### src/rtl/uart_pkg.sv
// Shared types and helpers for the UART transmit-side stream arbiter.
package uart_pkg;

  typedef enum logic {
    ARB_IDLE  = 1'b0,
    ARB_GRANT = 1'b1
  } arb_state_t;

  localparam int BYTE_W = 8;

  // Index width for n items, never collapsing to zero bits.
  function automatic int clog2_min1(input int n);
    if (n <= 2) begin
      return 1;
    end else begin
      return $clog2(n);
    end
  endfunction

endpackage

### src/rtl/uart_rr_pick.sv
// Combinational round-robin picker: first set request at or above the pointer,
// wrapping past N_REQ-1 back to 0.
module uart_rr_pick
  import uart_pkg::*;
#(
  parameter int N_REQ = 4
) (
  input  logic [N_REQ-1:0]             i_req,
  input  logic [clog2_min1(N_REQ)-1:0] i_ptr,
  output logic [N_REQ-1:0]             o_onehot,
  output logic [clog2_min1(N_REQ)-1:0] o_idx,
  output logic                         o_any
);

  localparam int PTR_W = clog2_min1(N_REQ);
  localparam int SUM_W = PTR_W + 1;

  logic [2*N_REQ-1:0] dbl_s;
  logic [N_REQ-1:0]   rot_s;
  logic [PTR_W-1:0]   off_s;
  logic [SUM_W-1:0]   sum_s;
  logic [PTR_W-1:0]   idx_s;

  // Rotate the doubled request vector so the pointer lands on bit 0, then
  // priority-encode the lowest set bit and map the offset back to an index.
  always_comb begin
    dbl_s = {i_req, i_req};
    for (int k = 0; k < N_REQ; k++) begin
      rot_s[k] = dbl_s[SUM_W'(k) + {1'b0, i_ptr}];
    end

    off_s = '0;
    for (int k = N_REQ - 1; k >= 0; k--) begin
      if (rot_s[k]) begin
        off_s = PTR_W'(k);
      end else begin
        off_s = off_s;
      end
    end

    sum_s = {1'b0, i_ptr} + {1'b0, off_s};
    if (sum_s >= SUM_W'(N_REQ)) begin
      idx_s = PTR_W'(sum_s - SUM_W'(N_REQ));
    end else begin
      idx_s = PTR_W'(sum_s);
    end

    o_any = |i_req;
    if (o_any) begin
      o_idx    = idx_s;
      o_onehot = N_REQ'(1) << idx_s;
    end else begin
      o_idx    = '0;
      o_onehot = '0;
    end
  end

endmodule

### src/rtl/uart_tx_arbiter.sv
// Packet-granular round-robin arbiter sharing one byte-wide AXIS sink
// (uart_tx) between N_REQ AXIS byte sources.
module uart_tx_arbiter
  import uart_pkg::*;
#(
  parameter int N_REQ     = 4,
  parameter int MAX_BURST = 16
) (
  input  logic                      i_clk,
  input  logic                      i_rst,
  input  logic [N_REQ-1:0]          i_s_axis_tvalid,
  input  logic [N_REQ*BYTE_W-1:0]   i_s_axis_tdata,
  input  logic [N_REQ-1:0]          i_s_axis_tlast,
  output logic [N_REQ-1:0]          o_s_axis_tready,
  input  logic                      i_m_axis_tready,
  output logic                      o_m_axis_tvalid,
  output logic [BYTE_W-1:0]         o_m_axis_tdata,
  output logic                      o_m_axis_tlast,
  output logic [N_REQ-1:0]          o_grant,
  output logic                      o_busy
);

  localparam int PTR_W = clog2_min1(N_REQ);
  localparam int CNT_W = $clog2(MAX_BURST) + 1;

  arb_state_t       state_q, state_d;
  logic [N_REQ-1:0] grant_q, grant_d;
  logic [PTR_W-1:0] gidx_q, gidx_d;
  logic [PTR_W-1:0] ptr_q, ptr_d;
  logic [CNT_W-1:0] cnt_q, cnt_d;
  logic             busy_q, busy_d;

  logic [N_REQ-1:0]  pick_onehot_s;
  logic [PTR_W-1:0]  pick_idx_s;
  logic              pick_any_s;
  logic              sel_valid_s;
  logic              sel_last_s;
  logic [BYTE_W-1:0] sel_data_s;
  logic              accept_s;
  logic              release_s;
  logic [PTR_W-1:0]  ptr_next_s;

  uart_rr_pick #(
    .N_REQ(N_REQ)
  ) u_pick (
    .i_req   (i_s_axis_tvalid),
    .i_ptr   (ptr_q),
    .o_onehot(pick_onehot_s),
    .o_idx   (pick_idx_s),
    .o_any   (pick_any_s)
  );

  // Owner pass-through mux; an all-zero grant yields all-zero outputs.
  always_comb begin
    sel_valid_s = |(i_s_axis_tvalid & grant_q);
    sel_last_s  = |(i_s_axis_tlast & grant_q);
    sel_data_s  = '0;
    for (int k = 0; k < N_REQ; k++) begin
      if (grant_q[k]) begin
        sel_data_s = sel_data_s | i_s_axis_tdata[k*BYTE_W +: BYTE_W];
      end else begin
        sel_data_s = sel_data_s;
      end
    end

    // Handshakes are suppressed while reset is asserted so no beat is lost
    // by a source that believes it was accepted.
    accept_s  = busy_q & sel_valid_s & i_m_axis_tready & ~i_rst;
    release_s = accept_s & (sel_last_s | (cnt_q == CNT_W'(MAX_BURST - 1)));

    if (gidx_q == PTR_W'(N_REQ - 1)) begin
      ptr_next_s = '0;
    end else begin
      ptr_next_s = gidx_q + PTR_W'(1);
    end

    o_m_axis_tvalid = sel_valid_s & ~i_rst;
    o_m_axis_tdata  = sel_data_s;
    o_m_axis_tlast  = sel_last_s;
    o_s_axis_tready = grant_q & {N_REQ{i_m_axis_tready & ~i_rst}};
    o_grant         = grant_q;
    o_busy          = busy_q;
  end

  // Arbitration FSM next-state: grant on any request, release on the packet's
  // last beat or when the burst budget is spent.
  always_comb begin
    state_d = state_q;
    grant_d = grant_q;
    gidx_d  = gidx_q;
    ptr_d   = ptr_q;
    cnt_d   = cnt_q;
    busy_d  = busy_q;

    case (state_q)
      ARB_IDLE: begin
        if (pick_any_s) begin
          state_d = ARB_GRANT;
          grant_d = pick_onehot_s;
          gidx_d  = pick_idx_s;
          cnt_d   = '0;
          busy_d  = 1'b1;
        end else begin
          state_d = ARB_IDLE;
        end
      end

      ARB_GRANT: begin
        if (release_s) begin
          state_d = ARB_IDLE;
          grant_d = '0;
          ptr_d   = ptr_next_s;
          cnt_d   = '0;
          busy_d  = 1'b0;
        end else if (accept_s) begin
          cnt_d = cnt_q + CNT_W'(1);
        end else begin
          cnt_d = cnt_q;
        end
      end

      default: begin
        state_d = ARB_IDLE;
        grant_d = '0;
        gidx_d  = '0;
        cnt_d   = '0;
        busy_d  = 1'b0;
      end
    endcase
  end

  // State registers with synchronous reset taking priority over everything.
  always_ff @(posedge i_clk) begin
    if (i_rst) begin
      state_q <= ARB_IDLE;
      grant_q <= '0;
      gidx_q  <= '0;
      ptr_q   <= '0;
      cnt_q   <= '0;
      busy_q  <= 1'b0;
    end else begin
      state_q <= state_d;
      grant_q <= grant_d;
      gidx_q  <= gidx_d;
      ptr_q   <= ptr_d;
      cnt_q   <= cnt_d;
      busy_q  <= busy_d;
    end
  end

endmodule

### config.mk
export PLATFORM = sky130hd
export DESIGN_NAME = uart_tx_arbiter
export DESIGN_NICKNAME = d
export VERILOG_FILES = /design/src/rtl/uart_pkg.sv /design/src/rtl/uart_rr_pick.sv /design/src/rtl/uart_tx_arbiter.sv
export SDC_FILE = /design/constraint.sdc
export NUM_CORES = 1
export LEC_CHECK = 0
export ABC_AREA = 1
export BUFFER_PORTS_ARGS = -buffer_cell sky130_fd_sc_hd__buf_2
export CAP_MARGIN = 10
export CORE_ASPECT_RATIO = 0.9
export CORE_MARGIN = 2
export CORE_UTILIZATION = 49
export DETAILED_ROUTE_END_ITERATION = 12
export PLACE_DENSITY = 0.85
export SLEW_MARGIN = 20
export SYNTH_ARGS = -nofsm -noshare
export SYNTH_HDL_FRONTEND = slang
export SYNTH_SLANG_ARGS = --single-unit
export TNS_END_PERCENT = 20
### constraint.sdc
create_clock -name i_clk -period 3.3 [get_ports i_clk]
set_clock_uncertainty 0.15 [all_clocks]
set_input_delay 0.495 -clock i_clk [delete_from_list [all_inputs] [get_ports i_clk]]
set_output_delay 0.495 -clock i_clk [all_outputs]
set_load 0.1 [all_outputs]
== Word level (Yosys, flattened, before mapping) ==
Index checks and enable logic that the tools add are counted.

* Reductions and logical operators: 7
* Bitwise gates (word level): 15
* Multiplexer cells: 31
* Eq/ne operators: 5
* $lt $le $gt $ge: 5
* Add/subtract/negate cells: 7
* Shift operators: 1

{| class="wikitable"
|+ Operators by type and width
! operator !! count
|-
| two-way mux 8 bit || 4
|-
| bitwise OR 8 bit || 3
|-
| two-way mux 5 bit || 3
|-
| bitwise AND 4 bit || 3
|-
| < comparator 3 x 4 -> 1 bit, second input constant || 3
|-
| two-way mux 2 bit || 6
|-
| OR reduction 4 bit || 3
|-
| one-hot mux 5 bit (2 select lines) || 1
|-
| binary-select mux 1 bit (select 3 bit) || 3
|-
| two-way mux 1 bit || 8
|-
| two-way mux 4 bit || 2
|-
| one-hot mux 4 bit (2 select lines) || 1
|-
| AND reduction 2 bit || 4
|-
| adder 2 x 2 -> 3 bit, first input constant || 2
|-
| bitwise AND 1 bit || 6
|-
| adder 5 x 1 -> 5 bit, second input constant || 1
|-
| == test 5 x 4 -> 1 bit, second input constant || 1
|-
| < comparator 2 x 4 -> 1 bit, second input constant || 1
|-
| one-hot mux 1 bit (2 select lines) || 2
|-
| << shifter 1 x 2 -> 4 bit, first input constant || 1
|-
| adder 1 x 2 -> 3 bit, first input constant || 1
|-
| adder 2 x 2 -> 3 bit || 1
|-
| >= comparator 3 bit, second input constant || 1
|-
| inequality test 3 x 1 -> 1 bit, second input constant || 1
|-
| 8 further kinds || 9
|}

* Input bits: 43
* Output and inout port bits: 19
* Word-level logic and storage cells: 77
* Flip-flop bits (word level): 15

== Depth between registers and ports, before layout ==
Gate-level depths: netlist of the first run.

* Depth in word-level cells: 13
* Mapped depth: 13
* Depth with buffers taken out: 13

== Cells and area by module ==
From an unflattened synthesis of the first run, not the netlist that was laid out.

* Cell total of the unflattened synthesis: 207
* Area, all modules: 1275.0 um^2

{| class="wikitable"
|+ By module, submodules not included
! module !! cells each !! area each (um^2) !! times used !! seq. area each (um^2)
|-
| uart_tx_arbiter || 159 || 1046.0 || 1 || 300.3
|-
| uart_rr_pick || 48 || 229.0 || 1 || 0.0
|}

== Least setup slack after synthesis of the first run ==
No wires, ideal clock.

* Kind: register to output
* Start point: reg grant_q[0] (netlist: o_grant[0])
* End point: out o_m_axis_tvalid
* Slack: -0.103 ns
* Path buffers: 1
* Data required time: 2.655 ns
* Cell stages (with the launch flop): 6
* Arrival: 2.758 ns
* Path through: dfxtp_1 -> buf_2 -> nand2_1 -> nand4_4 -> inv_1 -> nor2_1

* Longest elaborated chain between the ends: 3

{| class="wikitable"
|+ Ends and longest elaborated chain
! item !! line !! RTL
|-
| start: declaration || uart_tx_arbiter.sv:27 || <nowiki>logic [N_REQ-1:0] grant_q, grant_d;</nowiki>
|-
| start signal: assignment || uart_tx_arbiter.sv:143 || <nowiki>grant_q <= grant_d;</nowiki>
|-
| bitwise AND 4 bit || uart_tx_arbiter.sv:55 || <nowiki>sel_valid_s = |(i_s_axis_tvalid & grant_q);</nowiki>
|-
| OR reduction 4 bit || uart_tx_arbiter.sv:55 ||
|-
| bitwise AND 1 bit || uart_tx_arbiter.sv:77 || <nowiki>o_m_axis_tvalid = sel_valid_s & ~i_rst;</nowiki>
|-
| end: declaration || uart_tx_arbiter.sv:16 || <nowiki>output logic o_m_axis_tvalid,</nowiki>
|}

No other way between the ends.

== Final worst setup path of the first run ==
* Start point: reg grant_q[3] (netlist: o_grant[3])
* End point: out o_m_axis_tvalid

Same word-level chain as after synthesis.

==> results.json, run 1 <==
{
  "fin_tns_setup_ns": 0,
  "clockBufferDepth": 2,
  "hold_violations": 0,
  "comb_power_share": 0.449,
  "power_uw": 565.7,
  "start_kind": "flop",
  "dieArea_um2": 2911,
  "syn-num-nets": 238,
  "ys_seq_elements": 15,
  "synthCells": 190,
  "postRouteAntennaNets": 0,
  "drv_slew": 0,
  "worst_ep_required_time_ns": 2.65,
  "setup_viol": 0,
  "ios": 62,
  "rows": 17,
  "grt_pass1_vias": 1197,
  "synth_cell_types": 30,
  "rsz0062_at_grt": "no",
  "p_leak_nw": 0.8198,
  "gp_congestion": 0.8262,
  "cp.arrival_ns": 1.81,
  "die_w_um": 56.65,
  "yosysWarnings": 0,
  "cts_setup_buffers": 0,
  "setup_ws_ns": 0.8486,
  "nFillCells": 221,
  "cts_hold_buf": 0,
  "dp_hpwl_mm": 2.441,
  "max_freq_mhz": 407.9,
  "via_per_inst": 5.004,
  "fin_crit_sh": 0.7429,
  "p_per_area_nw_per_um2": 363.5,
  "fin_nets": 299,
  "cts_max_level": 1,
  "cts_resized": 0,
  "area_delta_synth_final_pct": 27.33,
  "grt_max_degree": 14,
  "cts_root_buf": "clkbuf_4",
  "drt_iter0_markers": 60,
  "clockPowerShare": 0.192,
  "wirelength_mm": 3.045,
  "grt_antenna_before_repair": 0,
  "final_cells": 278,
  "clkLatencyLatePin_ns": 0.29,
  "io_buffers": 61,
  "die_h_um": 51.39,
  "worstMarginPinSlew_ns": 0.5001,
  "coreArea_um2": 2404,
  "n_antenna_cell": 0,
  "switching_power_uw": 276.7,
  "dp.cells": 274,
  "p_int_uw": 289.0,
  "overflow": 0,
  "swShare": 0.4891,
  "cts_num_sinks": 15,
  "ir_drop_mv": 0.3881,
  "cts_tree": "done",
  "max_cap_viol_count": 0,
  "yosysSeqAreaShare": 0.2456,
  "routedWlPerCell_um": 10.95,
  "avgSynthCellArea_um2": 6.434,
  "hold_slack_ns": 0.3387,
  "synth_area_um2": 1222,
  "post-place-ws_ns": 1.121,
  "max_slew_margin": 0.6662,
  "cts_buffers": 3,
  "seqPwrFrac": 0.359,
  "drive_gt1_frac": 0.3600,
  "fin_crit_ns": 2.451,
  "status": "finished clean",
  "end_kind": "output port",
  "initial_utilization": 0.5086,
  "grt_pass1_wl_mm": 5.119,
  "drc": 0,
  "first_pass_iters": 4,
  "crit_type": "reg -> out",
  "vias": 1391,
  "worstPathMaxFanout": 13,
  "holdCritPathClass": "reg -> reg",
  "clk_pin_slew_ns": 0.10,
  "grt_use_total": 0.2197
}
power groups by stage:
stage	sequential (mW)	combinational (mW)	clock [mW]
2_1_floorplan	0.227	0.181	0
3_3_place_gp	0.207	0.254	0
3_5_place_dp	0.207	0.255	0
4_1_cts	0.203	0.256	0.113
5_1_grt	0.205	0.270	0.119
6_report	0.203	0.254	0.109
path summary, 6_finish.rpt:
check | startpoint | slack (ns) | cells past startpoint | end
worst min register to register | o_busy | 0.34 | 2 | o_busy
worst max register to register | ptr_q[0] | 1.10 | 11 | o_grant[2]
worst max-delay path | o_grant[3] | 0.85 | 5 | o_m_axis_tvalid
worst min-delay path | o_busy | 0.34 | 2 | o_busy
critical path, cell delays in order, from the launching register on:
cell and delay (ns):
dfxtp_1 0.64, nand2_1 0.18, nand4_4 0.15, inv_1 0.06, nor2_2 0.07, buf_2 0.42
area by class of cell:
cell class	count	area (um^2)	area share
multi-input cells	147	795.8	0.5113
well taps	28	35.03	0.02251
clock buffers	3	22.52	0.01447
repair buffers	61	305.3	0.1961
inverters	23	92.59	0.05949
flip-flops and latches	15	300.3	0.1929
clock inverters	1	5.005	0.003215
cells in the mapped netlist:
library cell,count,area [um^2]
a21oi_2,1,8.760
inv_6,1,8.760
clkinv_2,1,5.000
buf_2,2,10.01
buf_6,2,22.52
nand3_4,2,35.03
dfxtp_1,15,300.3
a21oi_1,6,30.03
nor3_2,1,10.01
xor2_1,1,8.760
inv_2,5,18.77
nor3_1,1,5.000
a211oi_2,1,12.51
o21ai_1,3,15.01
ha_1,5,62.56
nand4_1,11,68.82
nor2_1,15,56.30
nand2_1,71,266.5
o21ai_2,2,17.52
nand3_2,1,10.01
nand2_4,4,45.04
nand2_2,3,18.77
nand3_1,13,65.06
o31ai_2,1,12.51
nand4_4,1,21.27
o21ai_0,2,10.01
a21boi_0,1,7.510
or2_0,1,6.260
clkbuf_1,1,3.750
inv_1,16,60.06
cells by family after synthesis:
logic type,count (synthesis),synth area share
XOR/XNOR,1,0.007166
AND/OR/NAND/NOR,124,0.4974
flip-flops,15,0.2457
adder cells (fa/ha/maj),5,0.05118
buffers and inverters,28,0.1054
AO/OA/AOI/OAI,17,0.09314
routing by layer:
metal	track usage	vias up	share of wire	routed length, um
met1	0.2585	596	0.42	1290
li1	-	733	-	-
met4	0.02381	0	0.0026	8
met3	0.08354	2	0.12	356
met5	0	-	0	0
met2	0.3915	60	0.46	1390
registers in the layout (all words and copies together) (netlist names):
signal   cells
ptr_q        2
gidx_q       2
cnt_q        5
state_q      1
o_busy       1
o_grant      4
placed cells by master (no fill, tap or decap):
master / count
a211oi_2: 1
o21ai_0: 2
nor2_2: 1
a21oi_2: 1
nand3_2: 1
nand2_4: 4
clkinv_2: 2
inv_2: 5
xor2_1: 1
o31ai_2: 1
dfxtp_1: 15
nand3_4: 2
nor3_1: 1
inv_1: 16
nand4_4: 1
ha_1: 5
a21oi_1: 6
nand2_2: 3
a21boi_0: 1
nor2_1: 14
o21ai_1: 3
nand3_1: 13
nand4_1: 11
nand2_1: 71
inv_6: 1
o21ai_2: 2
nor3_2: 1
buf_2: 61
or2_0: 1
clkbuf_4: 3
stage by stage:
step	area, um^2	util
2_1_floorplan	1225	-
3_3_place_gp	1529	0.6361
3_5_place_dp	1529	0.6361
4_1_cts	1556	0.6476
5_1_grt	1556	0.6476
6_report	1556	0.6476
Note: power is estimated with default switching activity, not from simulation.
==> run 2: changes to the inputs <==
Settings changed: CORE_UTILIZATION 49 to 41, PLACE_DENSITY 0.85 to 0.76.
Clock period 3.3 ns to 2 ns, I/O delays scaled along.
==> run 2 against run 1 <==
The flow now finishes with violations (setup timing); first-iteration DRC count increased by 32%; final cell count increased by 7.2%; global-route usage decreased by 1.0 points; utilization increased by 1.0 points; sequential cell count unchanged; critical path type is now reg -> reg; largest power group unchanged; die area increased by 18%.
==> results.json, run 2 (same netlist as run 1, synthesis figures left out) <==
{
  "violations": "setup timing",
  "postRouteAntennaNets": 0,
  "cts_buffers": 3,
  "top_register": "cnt_q",
  "multi_input_area_um2": 910.9,
  "fin_util": 0.6577,
  "drive_gt1_frac": 0.4961,
  "cts_max_level": 1,
  "place_area_um2": 1694,
  "clockBufferDepth": 2,
  "initial_utilization": 0.4377,
  "status": "finished, violations left",
  "seq_area_um2": 312.8,
  "clk_pin_slew_ns": 0.10,
  "max_freq_mhz": 492.3,
  "cp_slowest_cell": "dfxtp_4",
  "fin_crit_ns": 2.031,
  "nFillCells": 257,
  "n_antenna_cell": 0,
  "cp.arrival_ns": 2.07,
  "ios": 62,
  "clkLatencyLatePin_ns": 0.29,
  "p_per_area_nw_per_um2": 533.6,
  "final_cell_area_um2": 1837,
  "p_leak_nw": 0.8928,
  "vias": 1498,
  "cts_num_sinks": 15,
  "dieArea_um2": 3435,
  "final_cells": 298,
  "fin_nets": 307,
  "overflow": 0,
  "cpLargestDelayFamily": "adder cells",
  "drv_slew": 0,
  "worst_ep_required_time_ns": 2.04,
  "start_kind": "flop",
  "ir_drop_mv": 0.2809,
  "grt_pass1_wl_mm": 5.520,
  "max_cap_viol_count": 0,
  "cpPeakStageDelay_ns": 0.38,
  "cts_root_buf": "clkbuf_4",
  "drt_iter0_markers": 79,
  "fin_tns_setup_ns": -0.07501,
  "die_h_um": 55.80,
  "cp.buffers_inverters": 2,
  "rsz0062_at_grt": "yes",
  "final_common_cell": "nand2_1",
  "fin_crit_sh": 1.016,
  "layout_common_cells": "nand2_1 (66), buf_2 (56), inv_1 (14)",
  "worstPathMaxFanout": 5,
  "holdCritPathClass": "in -> reg",
  "routedWlPerCell_um": 12.77,
  "die_w_um": 61.56,
  "grt_max_degree": 14,
  "crit_type": "reg -> reg",
  "path_cells": "ha_4 > inv_4 > nand3_2 > nand3_2 > a21boi_2 > ha_2 > xor2_2 > inv_1 > nand3_2 > nand2_4 > nand2_4 > a21oi_2",
  "coreArea_um2": 2793,
  "worstMarginPinSlew_ns": 0.4896,
  "dp.cells": 290,
  "power_uw": 980.2,
  "wirelength_mm": 3.805,
  "first_pass_iters": 4,
  "drc": 0,
  "grt_pass1_vias": 1325,
  "end_kind": "flop",
  "via_per_inst": 5.027,
  "dp_hpwl_mm": 2.614,
  "gp_congestion": 0.9168,
  "cts_tree": "done",
  "area_delta_synth_final_pct": 50.26,
  "setup_ws_ns": -0.03144,
  "rows": 18,
  "max_slew_margin": 0.6758,
  "cp_common_cell": "nand3_2",
  "io_buffers": 61,
  "largest_reg_flops": 5,
  "grt_use_total": 0.2094,
  "cts_hold_buf": 0,
  "grt_antenna_before_repair": 0,
  "setup_viol": 3,
  "hold_violations": 0
}
run 2: worst paths after layout:
path,slack [ns],cells after the start,from,end
max,-0.03,12,ptr_q[0],gidx_q[1]
min,0.19,2,i_rst,gidx_q[1]
max reg2reg,-0.03,12,ptr_q[0],gidx_q[1]
min reg2reg,0.34,2,o_busy,o_busy
run 2: per-stage QoR:
step | setup slack [ns] | hold WS [ns]
2_1_floorplan | -0.2215 | 0.3057
3_3_place_gp | -0.04183 | 0.3215
3_5_place_dp | -0.1503 | 0.3319
4_1_cts | 0.0007192 | 0.1920
5_1_grt | -0.1290 | 0.2011
6_report | -0.03144 | 0.1920
run 2: final cells by class:
| cell class | count | area share |
|---|---|---|
| Tap cell | 40 | 0.02725 |
| Multi-Input combinational cell | 147 | 0.4959 |
| Clock buffer | 3 | 0.01226 |
| Sequential cell | 15 | 0.1703 |
| Inverter | 23 | 0.05177 |
| Timing Repair Buffer | 69 | 0.2398 |
| Clock inverter | 1 | 0.002725 |
run 2: layer usage:
metal | global-route usage | up-vias | wire length (um)
met5 | 0 | - | 0
met4 | 0.08511 | 0 | 117
met3 | 0.03256 | 13 | 364
met2 | 0.3564 | 84 | 1771
met1 | 0.2536 | 654 | 1550
li1 | - | 747 | -
run 2: worst reg2reg max path, cell delays in order, from the launching register on:
cell and delay [ns]:
dfxtp_4 0.38, ha_4 0.29, inv_4 0.04, nand3_2 0.07, nand3_2 0.09, a21boi_2 0.16
ha_2 0.21, xor2_2 0.18, inv_1 0.07, nand3_2 0.09, nand2_4 0.08, nand2_4 0.07
a21oi_2 0.05
run 2: power breakdown:
part	internal, mW	total [mW]	leakage, nW	switching [mW]
combinational	0.111	0.462	0.749	0.351
clock	0.0745	0.184	0.0177	0.109
sequential	0.310	0.334	0.126	0.0237
total	0.496	0.980	0.893	0.484
run 2: what timing repair did:
action / CTS / global route
pin swaps: 7 / 9
setup endpoints to repair: 5 / 6
setup buffers: 4 / 0
resized for setup: 10 / 14
==> run 3: changes to the inputs <==
Settings changed: CORE_UTILIZATION 41 to 45, PLACE_DENSITY 0.76 to default, PLACE_DENSITY_LB_ADDON from default to 0.05.
Clock period 2 ns to 1.9 ns, I/O delays scaled along.
==> run 3 against run 2 <==
The flow finishes with violations (DRC, setup timing); clock power hardly changed; via count shrank 4.3%; setup slack worse by 0.12 ns; final cell count fell by 2.7%; non-clock buffer count rose by 4; utilization up 9.7 points; sequential power up 4%; combinational power increased by 8.4%; die area down 8.3%; sequential share of layout area decreased by 0.12 points; critical endpoint unchanged; fmax is 0.99% lower; clock-buffer cell count rose by 1.
==> results.json, run 3 (same netlist as run 1, synthesis figures left out) <==
{
  "top_register": "cnt_q",
  "crit_cells": 12,
  "n_antenna_cell": 0,
  "initial_utilization": 0.4870,
  "drive_gt1_frac": 0.5115,
  "die_h_um": 53.45,
  "setup_viol": 5,
  "max_cap_viol_count": 0,
  "cts_num_sinks": 15,
  "cp.arrival_ns": 2.08,
  "cp-startpoint": "ptr_q[0]",
  "area_delta_synth_final_pct": 54.96,
  "crit_type": "reg -> reg",
  "post-place-ws_ns": -0.2385,
  "via_per_inst": 4.945,
  "r2r_end": "gidx_q[1]",
  "ios": 62,
  "start_kind": "flop",
  "fin_crit_sh": 1.080,
  "p_leak_nw": 0.9102,
  "hold_violations": 0,
  "rsz0062_at_grt": "yes",
  "wirelength_mm": 3.518,
  "worstMarginPinSlew_ns": 0.4903,
  "ir_drop_mv": 0.3755,
  "r2r_slack_ns": -0.15,
  "clk_pin_slew_ns": 0.10,
  "power_mw": 1.037,
  "p_per_area_nw_per_um2": 547.3,
  "max_freq_mhz": 487.4,
  "grt_max_degree": 14,
  "worst_ep_required_time_ns": 1.93,
  "largest_reg_flops": 5,
  "cts_root_buf": "clkbuf_4",
  "cpLargestDelayFamily": "adder cells",
  "io_buffers": 61,
  "routedWlPerCell_um": 12.13,
  "cts_tree": "done",
  "first_pass_iters": 8,
  "max_slew_margin": 0.6754,
  "reg2reg_depth": 12,
  "dp_hpwl_mm": 2.544,
  "violations": "DRC, setup timing",
  "end_kind": "flop",
  "coreArea_um2": 2510,
  "grt_use_total": 0.2234,
  "clkLatencyLatePin_ns": 0.28,
  "worstPathMaxFanout": 4,
  "cts_buffers": 3,
  "min_path_cells": 2,
  "rows": 17,
  "cpPeakStageDelay_ns": 0.38,
  "drc": 9,
  "die_w_um": 58.94,
  "fin_tns_setup_ns": -0.6474,
  "drt_iter0_markers": 76,
  "grt_antenna_before_repair": 0,
  "status": "finished, violations left",
  "cp.buffers_inverters": 2,
  "grt_pass1_wl_mm": 5.368,
  "holdCritPathClass": "in -> reg",
  "layout_common_cells": "nand2_1 (61), buf_2 (55), inv_1 (14)",
  "drv_slew": 0,
  "fin_util": 0.7547,
  "cp_slowest_cell": "dfxtp_4",
  "path_cells": "ha_4 > inv_4 > nand3_4 > nand3_2 > a21boi_2 > ha_2 > xor2_2 > inv_1 > nand3_2 > nand2_4 > nand2_4 > a21oi_2",
  "grt_pass1_vias": 1204,
  "rr_startpoint": "ptr_q[0]",
  "setup_ws_ns": -0.1518,
  "cts_max_level": 1,
  "vias": 1434,
  "clockBufferDepth": 2,
  "cp-endpoint": "gidx_q[1]",
  "postRouteAntennaNets": 0,
  "fin_nets": 311,
  "final_common_cell": "nand2_1",
  "fin_crit_ns": 2.052,
  "hold_slack_ns": 0.1753,
  "nFillCells": 201,
  "dieArea_um2": 3150,
  "gp_congestion": 0.8492,
  "overflow": 0
}
run 3: cell count changes in the layout (fill, tap and decap cells not counted), moves of 2 or more:
cell     previous run  this run
buf_4               8        10
dfxtp_4             2         5
nand3_2             8         6
buf_6               0         2
dfxtp_2             4         1
nand2_1            66        61
nand2_2             8        13
run 3: report_power, final:
| group | total [mW] | switching, mW | leakage [nW] | internal [mW] |
|---|---|---|---|---|
| Sequential | 0.349 | 0.0236 | 0.127 | 0.325 |
| Clock | 0.187 | 0.106 | 0.0150 | 0.0814 |
| Combinational | 0.501 | 0.370 | 0.769 | 0.131 |
run 3: through the flow:
| stage | area [um^2] | instances |
|---|---|---|
| final | 1894 | 290 |
| after floorplan | 1275 | 190 |
| after CTS | 1836 | 288 |
| after global routing | 1894 | 290 |
| after global placement | 1744 | 284 |
| after detailed placement | 1744 | 284 |
run 3: what timing repair did:
action,4_1_cts,5_1_grt
endpoints found under the setup margin,6,8
hold buffers,0,0
buffers inserted,0,2
pin swaps,9,11
resized for setup,19,13
run 3: area by class of cell:
cell class	count	area, um^2	share of cell area
inverter	23	97.59	0.05152
tap	28	35.03	0.01849
timing repair buffer	73	493.0	0.2602
sequential	15	320.3	0.1691
clock buffer	4	26.28	0.01387
multi-input combinational	147	922.1	0.4868
run 3: worst min path at each step:
stage,end,start,slack [ns]
floorplan,cnt_q[1],cnt_q[1],0.31
global placement,o_busy,o_busy,0.32
detailed placement,ptr_q[0],gidx_q[0],0.33
CTS,gidx_q[1],i_rst,0.18
global route,gidx_q[1],i_rst,0.18
finish,gidx_q[1],i_rst,0.18
run 3: per-layer routing:
layer  track usage  routed length, um  vias to the layer above  part of all wire
met5             0                  0                        -                 0
met4       0.07576                 76                        0             0.022
met3       0.02934                261                        9             0.074
met2        0.3667               1628                       54              0.46
met1        0.2996               1552                      612              0.44
li1              -                  -                      759                 -
run 3: worst register-to-register path: stages, from the launching register on:
cell	delay, ns
dfxtp_4	0.38
ha_4	0.29
inv_4	0.04
nand3_4	0.06
nand3_2	0.10
a21boi_2	0.15
ha_2	0.21
xor2_2	0.18
inv_1	0.09
nand3_2	0.10
nand2_4	0.08
nand2_4	0.06
a21oi_2	0.05
